[config.mk]
export PLATFORM = sky130hd
export DESIGN_NAME = ram_sched
export DESIGN_NICKNAME = d
export VERILOG_FILES = /design/src/rtl/ram_sched.sv
export SDC_FILE = /design/constraint.sdc
export NUM_CORES = 1
export LEC_CHECK = 0
export ABC_CLOCK_PERIOD_IN_PS = 4860
export BUFFER_PORTS_ARGS = -buffer_cell sky130_fd_sc_hd__buf_2
export CAP_MARGIN = 0
export CORE_ASPECT_RATIO = 1.25
export CORE_MARGIN = 3
export CORE_UTILIZATION = 59
export CTS_CLUSTER_DIAMETER = 80
export CTS_CLUSTER_SIZE = 28
export DETAILED_ROUTE_END_ITERATION = 6
export PLACE_DENSITY = 0.83
export SLEW_MARGIN = 30
export SYNTH_ARGS = -nofsm -noshare
export SYNTH_HDL_FRONTEND = slang
export SYNTH_SLANG_ARGS = --single-unit
[constraint.sdc]
create_clock -name iclk -period 4.86 [get_ports iclk]
set_input_delay 0.243 -clock iclk [delete_from_list [all_inputs] [get_ports iclk]]
set_output_delay 0.243 -clock iclk [all_outputs]
set_load 0.01 [all_outputs]
[src/rtl/ram_sched.sv]
// Ownership scheduler for the shared RAM data blocks.
//
// Each block moves FREE -> FILLED -> PROCESSED -> FREE in strict ring order.
// Three ring pointers (rd, pr, wr) select the block for the SD reader, the
// OTP/XOR stage and the SD writer. Two occupancy counters track how many
// blocks are filled (including the one under processing) and how many are
// processed. The OTP generator is driven one block at a time through a
// request/ready handshake.
//
// Ports:
//   iclk        system clock
//   irst        asynchronous active-high reset
//   iclear      synchronous restart (priority over all done pulses)
//   iread_done  reader finished filling block ord_sel
//   iotp_ready  OTP/XOR pass on block oproc_sel complete
//   iwrite_done writer finished sending block owr_sel
//   ord_sel     block the reader fills next
//   ord_ok      ord_sel is FREE
//   oproc_sel   block being processed or to be processed next
//   ogen_otp    one-cycle OTP request for oproc_sel
//   owr_sel     block the writer sends next
//   owr_ok      owr_sel is PROCESSED
//   oidle       all blocks FREE and processing idle
//   oerr        sticky protocol error
module ram_sched #(
  parameter int unsigned RAM_BLOCKS = 8,
  localparam int unsigned PW = $clog2(RAM_BLOCKS)
) (
  input  logic          iclk,
  input  logic          irst,
  input  logic          iclear,
  input  logic          iread_done,
  input  logic          iotp_ready,
  input  logic          iwrite_done,
  output logic [PW-1:0] ord_sel,
  output logic          ord_ok,
  output logic [PW-1:0] oproc_sel,
  output logic          ogen_otp,
  output logic [PW-1:0] owr_sel,
  output logic          owr_ok,
  output logic          oidle,
  output logic          oerr
);

  localparam int unsigned CW = PW + 1;
  localparam logic [CW-1:0] Blocks = CW'(RAM_BLOCKS);

  typedef enum logic [1:0] {
    StIdle,
    StReq,
    StWait
  } state_e;

  state_e        state_q, state_d;
  logic [PW-1:0] rd_q, rd_d;
  logic [PW-1:0] pr_q, pr_d;
  logic [PW-1:0] wr_q, wr_d;
  logic [CW-1:0] nfill_q, nfill_d;
  logic [CW-1:0] nproc_q, nproc_d;
  logic          err_q, err_d;

  logic          rd_acc;
  logic          otp_acc;
  logic          wr_acc;
  logic          rd_ok;
  logic          wr_ok;

  // Acceptance is judged on pre-update state so a read into the last free
  // block and a write freeing another block can land in the same cycle.
  always_comb begin
    rd_ok   = (nfill_q + nproc_q) != Blocks;
    wr_ok   = nproc_q != '0;
    rd_acc  = iread_done & rd_ok;
    wr_acc  = iwrite_done & wr_ok;
    otp_acc = iotp_ready & (state_q == StWait);
  end

  always_comb begin
    state_d = state_q;
    rd_d    = rd_q + PW'(rd_acc);
    pr_d    = pr_q + PW'(otp_acc);
    wr_d    = wr_q + PW'(wr_acc);
    nfill_d = nfill_q + CW'(rd_acc) - CW'(otp_acc);
    nproc_d = nproc_q + CW'(otp_acc) - CW'(wr_acc);
    err_d   = err_q
            | (iread_done & ~rd_ok)
            | (iwrite_done & ~wr_ok)
            | (iotp_ready & (state_q != StWait));

    unique case (state_q)
      // In IDLE no block is handed to processing, so any filled count means
      // a FILLED block sits at pr.
      StIdle:  if (nfill_q != '0) state_d = StReq;
      StReq:   state_d = StWait;
      StWait:  if (iotp_ready) state_d = StIdle;
      default: state_d = StIdle;
    endcase

    if (iclear) begin
      state_d = StIdle;
      rd_d    = '0;
      pr_d    = '0;
      wr_d    = '0;
      nfill_d = '0;
      nproc_d = '0;
      err_d   = 1'b0;
    end
  end

  always_ff @(posedge iclk or posedge irst) begin
    if (irst) begin
      state_q <= StIdle;
      rd_q    <= '0;
      pr_q    <= '0;
      wr_q    <= '0;
      nfill_q <= '0;
      nproc_q <= '0;
      err_q   <= 1'b0;
    end else begin
      state_q <= state_d;
      rd_q    <= rd_d;
      pr_q    <= pr_d;
      wr_q    <= wr_d;
      nfill_q <= nfill_d;
      nproc_q <= nproc_d;
      err_q   <= err_d;
    end
  end

  // Request is a pure decode of the registered state: it cannot glitch and
  // drops with the asynchronous reset.
  always_comb begin
    ord_sel   = rd_q;
    oproc_sel = pr_q;
    owr_sel   = wr_q;
    ord_ok    = rd_ok;
    owr_ok    = wr_ok;
    ogen_otp  = state_q == StReq;
    oidle     = (nfill_q == '0) && (nproc_q == '0) && (state_q == StIdle);
    oerr      = err_q;
  end

endmodule

==> flow_metrics.env, run 1 <==
export IMPL_outcome="finished, final reports clean"
export IMPL_drv_cap=0
export IMPL_grt_pass1_vias=845
export IMPL_grt_pass1_wl_mm=3.63
export IMPL_dr_pass1_iters=4
export IMPL_cp_max_fo=4
export IMPL_avgSynthCellArea_um2=10.8
export IMPL_rsz0062_at_grt="false"
export IMPL_drc=0
export IMPL_power_density_nw_per_um2=617
export IMPL_die_h_um=56.3
export IMPL_synth_area_um2=1190
export IMPL_num_vias=816
export IMPL_grt_max_degree=22
export IMPL_power_uw=833
export IMPL_vias_per_cell=5.40
export IMPL_postCtsSetupRepairBufs=0
export IMPL_clk_path_buf_depth=2
export IMPL_max_slew_margin_pct=49.6
export IMPL_drv_slew=0
export IMPL_syn_instance_count=111
export IMPL_critPathArrivalTime_ns=2.94
export IMPL_synth_cell_types=23
export IMPL_diodes=0
export IMPL_drive_gt1_share_pct=17.4
export IMPL_synth_simple_area_share_pct=13.6
export IMPL_start_util_pct=64.6
export IMPL_synth_top_family_by_area="adder cells"
export IMPL_ctsRootBufferMaster="clkbuf_4"
export IMPL_synth_fa_ha_area_share_pct=24.9
export IMPL_drt_total_wl_mm=2.19
export IMPL_worstSkewPairLatency_ns=0.33
export IMPL_gp_congestion=0.802
export IMPL_timing_rr_end="nfill_q[1]"
export IMPL_ys_top_cells_by_count="dfrtp_1 (20), ha_1 (19), inv_1 (14), nor2b_1 (12), nor2_1 (11)"
export IMPL_synth_edf_count=0
export IMPL_worstMarginPinSlew_ns=0.756
export IMPL_max_vdd_ir_drop_uv=377
export IMPL_cts_resized=0
export IMPL_crit_type="register to register"
export IMPL_cts_buffers=3
export IMPL_worstSetupStartpointType="register"
export IMPL_synth_nets=139
export IMPL_synth_most_common_cell="dfrtp_1"
export IMPL_core_area_um2=1850
export IMPL_timing_fmax_ghz=0.365
export IMPL_min_period_ns=2.74
export IMPL_r2r_slack_ns=2.12
export IMPL_track_usage_pct=19.5
export IMPL_ant_nets=0
export IMPL_io_pins=20
export IMPL_clock_skew_ns=0.0141
export IMPL_avgRoutedWirePerCell_um=14.5
export IMPL_io_buffers=19
export IMPL_yosysSeqAreaShare_pct=41.9
export IMPL_overflow=0
export IMPL_synth_top_cell_by_area="dfrtp_1"
export IMPL_dr_first_iter_drc_count=17
export IMPL_reg2reg_depth=11
export IMPL_holdBufCountCts=0
export IMPL_finalHoldViolCount=0
export IMPL_die_w_um=46.3
export IMPL_dieArea_um2=2600
export IMPL_synthMuxAreaShare_pct=0
export IMPL_final_nets=161
export IMPL_cts_max_level=1
export IMPL_finalCritPeriodShare_pct=56.4
export IMPL_area_growth_pct=13.1
export IMPL_setup_worst_path_end_class="register"
export IMPL_synth_xor_area_share_pct=7.33
export IMPL_cts_tree="built"
export IMPL_holdWs_ns=0.0247
export IMPL_setup_tns_final_ns=0
export IMPL_postSynth_asyncResetShare_pct=100
export IMPL_finish_instance_area_um2=1350
export IMPL_antenna_found_initial=0
export IMPL_ys_flop_type="dfrtp_1"
export IMPL_ys_top_cells_by_area="dfrtp_1 (42%), ha_1 (20%), xnor2_1 (6.6%)"
export IMPL_cts_clk_slew_worst_paths_ns=0.13
export IMPL_yosysWarnings=0
export IMPL_final_util_pct=73.0
export IMPL_fp_row_count=17
export IMPL_crit_required_ns=5.06
export IMPL_worstHoldPathType="primary input to async pin"
export IMPL_finalSetupViolations=0
export IMPL_crit_reg2reg_launch="nfill_q[0]"
export IMPL_leakage_uw=0.000736
export IMPL_hpwl_mm=1.66
export IMPL_place_area_um2=1300
export IMPL_ys_ff_latch=20
export IMPL_clock_sinks=20
export IMPL_synth_compound_area_share_pct=6.60
export IMPL_synth_top_area_share_pct=41.9
[where the power goes]
group          total [µW]  internal (µW)  switching [µW]
clock                 142           83.6            58.4
combinational         433            208             225
sequential            259            217            41.8
[kinds of logic after synthesis]
| kind of cell | count (synthesis) |
|---|---|
| simple gates | 31 |
| fa+ha+maj | 22 |
| flops | 20 |
| buf+inv | 16 |
| compound gates | 12 |
| xor+xnor | 10 |
[worst max-delay path by stage]
stage	from	slack (ns)	depth (start not counted)	end
5_1_grt	nfill_q[0]	1.91	11	nfill_q[1]
3_3_place_gp	nfill_q[0]	2.23	11	nfill_q[1]
4_1_cts	nproc_q[0]	2.10	11	nfill_q[1]
2_1_floorplan	nfill_q[0]	2.39	12	nfill_q[2]
6_report	nfill_q[0]	2.12	11	nfill_q[1]
3_5_place_dp	nfill_q[0]	2.12	12	nfill_q[2]
[cells in the final DEF, fill, tap and decap left out]
cell type / n
ha_1: 19
buf_2: 19
a21oi_1: 4
nor2b_1: 12
or3b_1: 1
bufinv_16: 1
xor2_1: 1
fa_1: 3
o22ai_1: 1
and2_1: 1
xnor2_1: 9
nor2_1: 11
or2_1: 1
nand2_1: 3
inv_1: 14
a2111oi_0: 1
a311oi_1: 1
clkbuf_4: 3
o21a_1: 1
o21ai_0: 1
dfrtp_1: 20
nand3b_1: 1
nor4_1: 1
a21o_1: 3
[layout make-up]
| class | count | area (µm²) |
|---|---|---|
| clock buffer | 3 | 22.5 |
| multi-input combinational | 75 | 627 |
| fill | 150 | 499 |
| timing repair buffer | 19 | 95.1 |
| sequential | 20 | 500 |
| tap | 19 | 23.8 |
| clock inverter | 1 | 30.0 |
| inverter | 14 | 52.6 |
[worst max-delay path: stages (launching register included)]
cell      delay, ns
dfrtp_1        0.42
ha_1           0.21
inv_1          0.06
fa_1           0.37
xor2_1         0.16
nand3b_1       0.15
o21ai_0        0.20
ha_1           0.25
inv_1          0.06
ha_1           0.18
fa_1           0.43
nor2b_1        0.15
[metal layers]
layer / track usage, % / up-vias / part of all wire, %
met1: 23.1 / 395 / 43
met3: 2.88 / 5 / 3.0
li1: - / 399 / -
met5: 0 / - / 0
met4: 13.0 / 0 / 2.7
met2: 30.9 / 17 / 51
[through the flow]
step / cells / setup slack, ns
after global placement: 147 / 2.23
after global routing: 151 / 1.91
final: 151 / 2.12
after detailed placement: 147 / 2.12
after floorplan: 111 / 2.39
after CTS: 151 / 2.10
[state kept, by name, summed over array words and instances, names as in the netlist]
name       cells
nfill_q        4
nproc_q        4
oerr           1
oproc_sel      3
ord_sel        3
owr_sel        3
state_q        2
Power figures use the tool's default switching activity.
==> inputs of run 2 (changes only) <==
--- a/config.mk
+++ b/config.mk
@@ -5,16 +5,16 @@
 export SDC_FILE = /design/constraint.sdc
 export NUM_CORES = 1
 export LEC_CHECK = 0
-export ABC_CLOCK_PERIOD_IN_PS = 4860
+export ABC_CLOCK_PERIOD_IN_PS = 2200
 export BUFFER_PORTS_ARGS = -buffer_cell sky130_fd_sc_hd__buf_2
 export CAP_MARGIN = 0
 export CORE_ASPECT_RATIO = 1.25
 export CORE_MARGIN = 3
-export CORE_UTILIZATION = 59
+export CORE_UTILIZATION = 49
 export CTS_CLUSTER_DIAMETER = 80
 export CTS_CLUSTER_SIZE = 28
 export DETAILED_ROUTE_END_ITERATION = 6
-export PLACE_DENSITY = 0.83
+export PLACE_DENSITY = 0.74
 export SLEW_MARGIN = 30
 export SYNTH_ARGS = -nofsm -noshare
 export SYNTH_HDL_FRONTEND = slang
==> constraint.sdc (replaced) <==
create_clock -name iclk -period 2.2 [get_ports iclk]
set_input_delay 0.11 -clock iclk [delete_from_list [all_inputs] [get_ports iclk]]
set_output_delay 0.11 -clock iclk [all_outputs]
set_load 0.01 [all_outputs]
==> flow_metrics.env, run 2 (synthesis gave the netlist of run 1 again) <==
export IMPL_leakage_uw=0.000825
export IMPL_max_slew_margin_pct=50.2
export IMPL_hpwl_mm=1.82
export IMPL_die_w_um=50.2
export IMPL_dr_pass1_iters=4
export IMPL_drc=0
export IMPL_worstHoldPathType="primary input to register"
export IMPL_finalCritPeriodShare_pct=114
export IMPL_core_area_um2=2260
export IMPL_worstSetupStartpointType="register"
export IMPL_crit_required_ns=2.39
export IMPL_final_nets=178
export IMPL_die_h_um=61.2
export IMPL_final_cell_mix="dfrtp_1 (20), buf_2 (19), buf_4 (16), ha_1 (13), nor2b_1 (12)"
export IMPL_cts_tree="built"
export IMPL_io_buffers=19
export IMPL_top_regs="nfill_q x4, nproc_q x4"
export IMPL_clk_path_buf_depth=2
export IMPL_cp_max_fo=2
export IMPL_regArea_um2=500
export IMPL_fillCellCount=158
export IMPL_drt_total_wl_mm=2.48
export IMPL_antenna_found_initial=0
export IMPL_worst_slack_ns=-0.316
export IMPL_worstMarginPinSlew_ns=0.746
export IMPL_crit_type="register to register"
export IMPL_diodes=0
export IMPL_io_pins=20
export IMPL_multi_input_area_um2=739
export IMPL_violations="setup timing"
export IMPL_dieArea_um2=3070
export IMPL_worstSkewPairLatency_ns=0.30
export IMPL_cts_max_level=1
export IMPL_finish_instance_area_um2=1590
export IMPL_power_density_nw_per_um2=1370
export IMPL_layout_commonest_cell="dfrtp_1"
export IMPL_critPathArrivalTime_ns=2.70
export IMPL_gp_congestion=0.719
export IMPL_cts_clk_slew_worst_paths_ns=0.11
export IMPL_vias_per_cell=5.03
export IMPL_drive_gt1_share_pct=40.3
export IMPL_holdWs_ns=0.131
export IMPL_grt_pass1_vias=897
export IMPL_cts_buffers=3
export IMPL_start_util_pct=52.9
export IMPL_num_vias=905
export IMPL_rsz0062_at_grt="true"
export IMPL_finalSetupViolations=5
export IMPL_grt_pass1_wl_mm=3.95
export IMPL_area_growth_pct=33.3
export IMPL_ant_nets=0
export IMPL_clock_skew_ns=0.00439
export IMPL_ctsRootBufferMaster="clkbuf_4"
export IMPL_clock_sinks=20
export IMPL_place_ws_ns=-0.362
export IMPL_overflow=0
export IMPL_finalHoldViolCount=0
export IMPL_drv_slew=0
export IMPL_timing_fmax_ghz=0.397
export IMPL_dr_first_iter_drc_count=12
export IMPL_max_vdd_ir_drop_uv=867
export IMPL_fp_row_count=19
export IMPL_drv_cap=0
export IMPL_avgRoutedWirePerCell_um=13.8
export IMPL_place_area_um2=1420
export IMPL_outcome="finished with violations"
export IMPL_setup_worst_path_end_class="register"
export IMPL_grt_max_degree=22
export IMPL_track_usage_pct=18.0
export IMPL_min_period_ns=2.52
[run 2: timing repair]
item | in CTS | in global routing
buffers inserted | 4 | 5
setup endpoints to repair | 6 | 10
pin swaps | 14 | 12
hold buffers | 1 | 0
endpoints found under the hold margin | 20 | 0
resized for setup | 9 | 11
[run 2: final timing paths]
path	to	slack, ns	start	depth (start not counted)
hold / removal	state_q[1]	0.13	iotp_ready	4
setup reg to reg	nfill_q[1]	-0.32	nproc_q[0]	10
hold reg to reg	state_q[0]	0.52	state_q[0]	1
max in group asynchronous	state_q[1]	1.25	irst	3
setup / recovery	nfill_q[1]	-0.32	nproc_q[0]	10
min in group asynchronous	owr_sel[1]	0.49	irst	3
[run 2: final cells by class]
class	count	share of cell area [%]
clock buffers	4	2.28
repair buffers	36	14.1
inverters	14	3.30
multi-input cells	75	46.4
well taps	31	2.44
flip-flops and latches	20	31.4
[run 2: per-layer routing]
layer | up-vias | share of wire (%) | global-route usage, % | wire length (µm)
li1 | 440 | - | - | -
met1 | 427 | 38 | 18.1 | 931
met2 | 25 | 55 | 34.3 | 1370
met3 | 13 | 3.8 | 3.15 | 93
met4 | 0 | 3.3 | 11.9 | 82
met5 | - | 0 | 0 | 0
[run 2: critical path: stages (launching register included)]
cell and delay [ns]:
dfrtp_1 0.39, ha_2 0.19, inv_2 0.04, fa_2 0.51
nand3b_1 0.09, o21ai_1 0.15, ha_1 0.25, inv_2 0.07
ha_4 0.13, fa_2 0.42, nor2b_1 0.13
[run 2: report_power, final]
group	leakage (µW)	internal, µW	switching [µW]
sequential	0.000267	479	86.4
combinational	0.000537	761	644
clock	0.0000210	101	112
total	0.000825	1340	841
[run 2: through the flow]
stage	setup TNS, ns	instances	util (%)	total power (µW)
6_report	-0.871	180	70.5	2180
4_1_cts	-1.11	177	67.0	2060
5_1_grt	-1.45	180	70.5	2380
3_3_place_gp	-0.824	170	62.7	1670
3_5_place_dp	-1.09	170	62.7	1730
2_1_floorplan	-0.552	111	-	1310
==> inputs of run 3 (changes only) <==
--- a/config.mk
+++ b/config.mk
@@ -5,7 +5,7 @@
 export SDC_FILE = /design/constraint.sdc
 export NUM_CORES = 1
 export LEC_CHECK = 0
-export ABC_CLOCK_PERIOD_IN_PS = 2200
+export ABC_CLOCK_PERIOD_IN_PS = 2150
 export BUFFER_PORTS_ARGS = -buffer_cell sky130_fd_sc_hd__buf_2
 export CAP_MARGIN = 0
 export CORE_ASPECT_RATIO = 1.25
==> constraint.sdc (replaced) <==
create_clock -name iclk -period 2.15 [get_ports iclk]
set_input_delay 0.1075 -clock iclk [delete_from_list [all_inputs] [get_ports iclk]]
set_output_delay 0.1075 -clock iclk [all_outputs]
set_load 0.01 [all_outputs]
==> flow_metrics.env, run 3 (synthesis gave the netlist of run 1 again) <==
export IMPL_min_delay_start="iread_done"
export IMPL_gp_congestion=0.718
export IMPL_r2r_slack_ns=-0.36
export IMPL_drv_cap=0
export IMPL_finalHoldViolCount=0
export IMPL_final_nets=178
export IMPL_power_switching_uw=951
export IMPL_timing_rr_end="nfill_q[1]"
export IMPL_setup_worst_path_end_class="register"
export IMPL_core_area_um2=2260
export IMPL_cts_buffers=3
export IMPL_switching_share_pct=40.2
export IMPL_power_uw=2370
export IMPL_grt_max_degree=22
export IMPL_diodes=0
export IMPL_max_slew_margin_pct=49.6
export IMPL_fp_row_count=19
export IMPL_cts_tree="built"
export IMPL_whs_path_depth=3
export IMPL_max_vdd_ir_drop_uv=929
export IMPL_drive_gt1_share_pct=47.0
export IMPL_crit_reg2reg_launch="nfill_q[0]"
export IMPL_drv_slew=0
export IMPL_worstSetupStartpointType="register"
export IMPL_p_clk_share_pct=9.7
export IMPL_ant_nets=0
export IMPL_clock_skew_ns=0.000831
export IMPL_timing_fmax_ghz=0.398
export IMPL_pwr_share_seq_pct=24.9
export IMPL_worst_slack_ns=-0.364
export IMPL_cts_max_level=1
export IMPL_final_cell_mix="buf_2 (19), dfrtp_1 (19), buf_4 (15), nor2b_1 (11)"
export IMPL_p_comb_share_pct=65.4
export IMPL_dr_first_iter_drc_count=12
export IMPL_critPathArrivalTime_ns=2.72
export IMPL_worstHoldPathType="primary input to register"
export IMPL_crit_required_ns=2.35
export IMPL_worstMarginPinSlew_ns=0.755
export IMPL_finalSetupViolations=6
export IMPL_area_growth_pct=38.5
export IMPL_top_regs="nfill_q x4, nproc_q x4"
export IMPL_holdPathEnd="oerr"
export IMPL_avgRoutedWirePerCell_um=15.6
export IMPL_worstSkewPairLatency_ns=0.31
export IMPL_reg2reg_depth=11
export IMPL_grt_pass1_wl_mm=4.20
export IMPL_leakage_uw=0.000824
export IMPL_crit_type="register to register"
export IMPL_overflow=0
export IMPL_dr_pass1_iters=4
export IMPL_cts_clk_slew_worst_paths_ns=0.12
export IMPL_drt_total_wl_mm=2.82
export IMPL_die_h_um=61.2
export IMPL_internal_power_uw=1420
export IMPL_start_util_pct=52.9
export IMPL_dieArea_um2=3070
export IMPL_grt_pass1_vias=939
export IMPL_cp_max_fo=2
export IMPL_ctsRootBufferMaster="clkbuf_4"
export IMPL_num_vias=914
export IMPL_holdWs_ns=0.150
export IMPL_io_pins=20
export IMPL_finalCritPeriodShare_pct=117
export IMPL_antenna_found_initial=0
export IMPL_hpwl_mm=1.83
export IMPL_io_buffers=19
export IMPL_rsz0062_at_grt="true"
export IMPL_clock_sinks=20
export IMPL_violations="setup timing"
export IMPL_power_density_nw_per_um2=1430
export IMPL_die_w_um=50.2
export IMPL_min_period_ns=2.51
export IMPL_track_usage_pct=19.0
export IMPL_drc=0
export IMPL_clk_path_buf_depth=2
export IMPL_outcome="finished with violations"
export IMPL_vias_per_cell=5.08
[run 3: cell counts in the layout (fill, tap and decap cells not counted)]
Identical to the previous run, type by type.
[run 3: worst max-delay path by stage]
stage,from,end,cells after the start
floorplan,nproc_q[0],nfill_q[1],10
global placement,nfill_q[1],nfill_q[2],11
detailed placement,nfill_q[1],nfill_q[2],11
CTS,nfill_q[0],nfill_q[1],11
global route,nfill_q[0],nfill_q[1],11
finish,nfill_q[0],nfill_q[1],11
[run 3: metrics by stage]
step           worst slack, ns  setup TNS, ns  cell area [µm²]  cells  util, %
5_1_grt                 -0.441          -1.84             1660    180     73.3
4_1_cts                 -0.359          -1.08             1520    177     67.2
2_1_floorplan           -0.257         -0.702             1210    111        -
6_report                -0.364          -1.15             1660    180     73.3
3_3_place_gp            -0.370          -1.02             1420    171     63.0
3_5_place_dp            -0.388          -1.29             1420    171     63.0
[run 3: repair_timing]
item | 4_1_cts | 5_1_grt
hold buffers | 1 | 0
resized for setup | 8 | 26
hold endpoints to repair | 20 | 0
setup endpoints to repair | 8 | 11
pin swaps | 9 | 11
buffers inserted | 3 | 3
[run 3: power groups by stage]
stage                     clock network, µW  registers [µW]  logic, µW
final                                   230             591       1550
after global routing                    246             600       1710
after CTS                               231             577       1260
after detailed placement                  0             582       1190
after global placement                    0             572       1150
after floorplan                           0             585        753
[run 3: worst max-delay path, cell delays in order, from the launching register on]
cell and delay (ns):
dfrtp_1 0.38, ha_2 0.19, inv_2 0.04, fa_2 0.34, xor2_1 0.18, nand3b_1 0.13
o21ai_2 0.17, ha_4 0.22, inv_2 0.06, ha_4 0.13, fa_2 0.43, nor2b_4 0.13
[run 3: final cells by class]
type | count | area, µm²
Multi-Input combinational cell | 75 | 795
Fill cell | 145 | 603
Sequential cell | 20 | 502
Timing Repair Buffer | 36 | 229
Inverter | 14 | 55.1
Tap cell | 31 | 38.8
Clock buffer | 4 | 36.3
[run 3: layer usage]
layer	vias up	wire length, µm	GRT usage, %
met3	5	112	3.87
li1	434	-	-
met5	-	0	0
met2	31	1570	35.6
met1	444	1090	19.7
met4	0	51	11.5
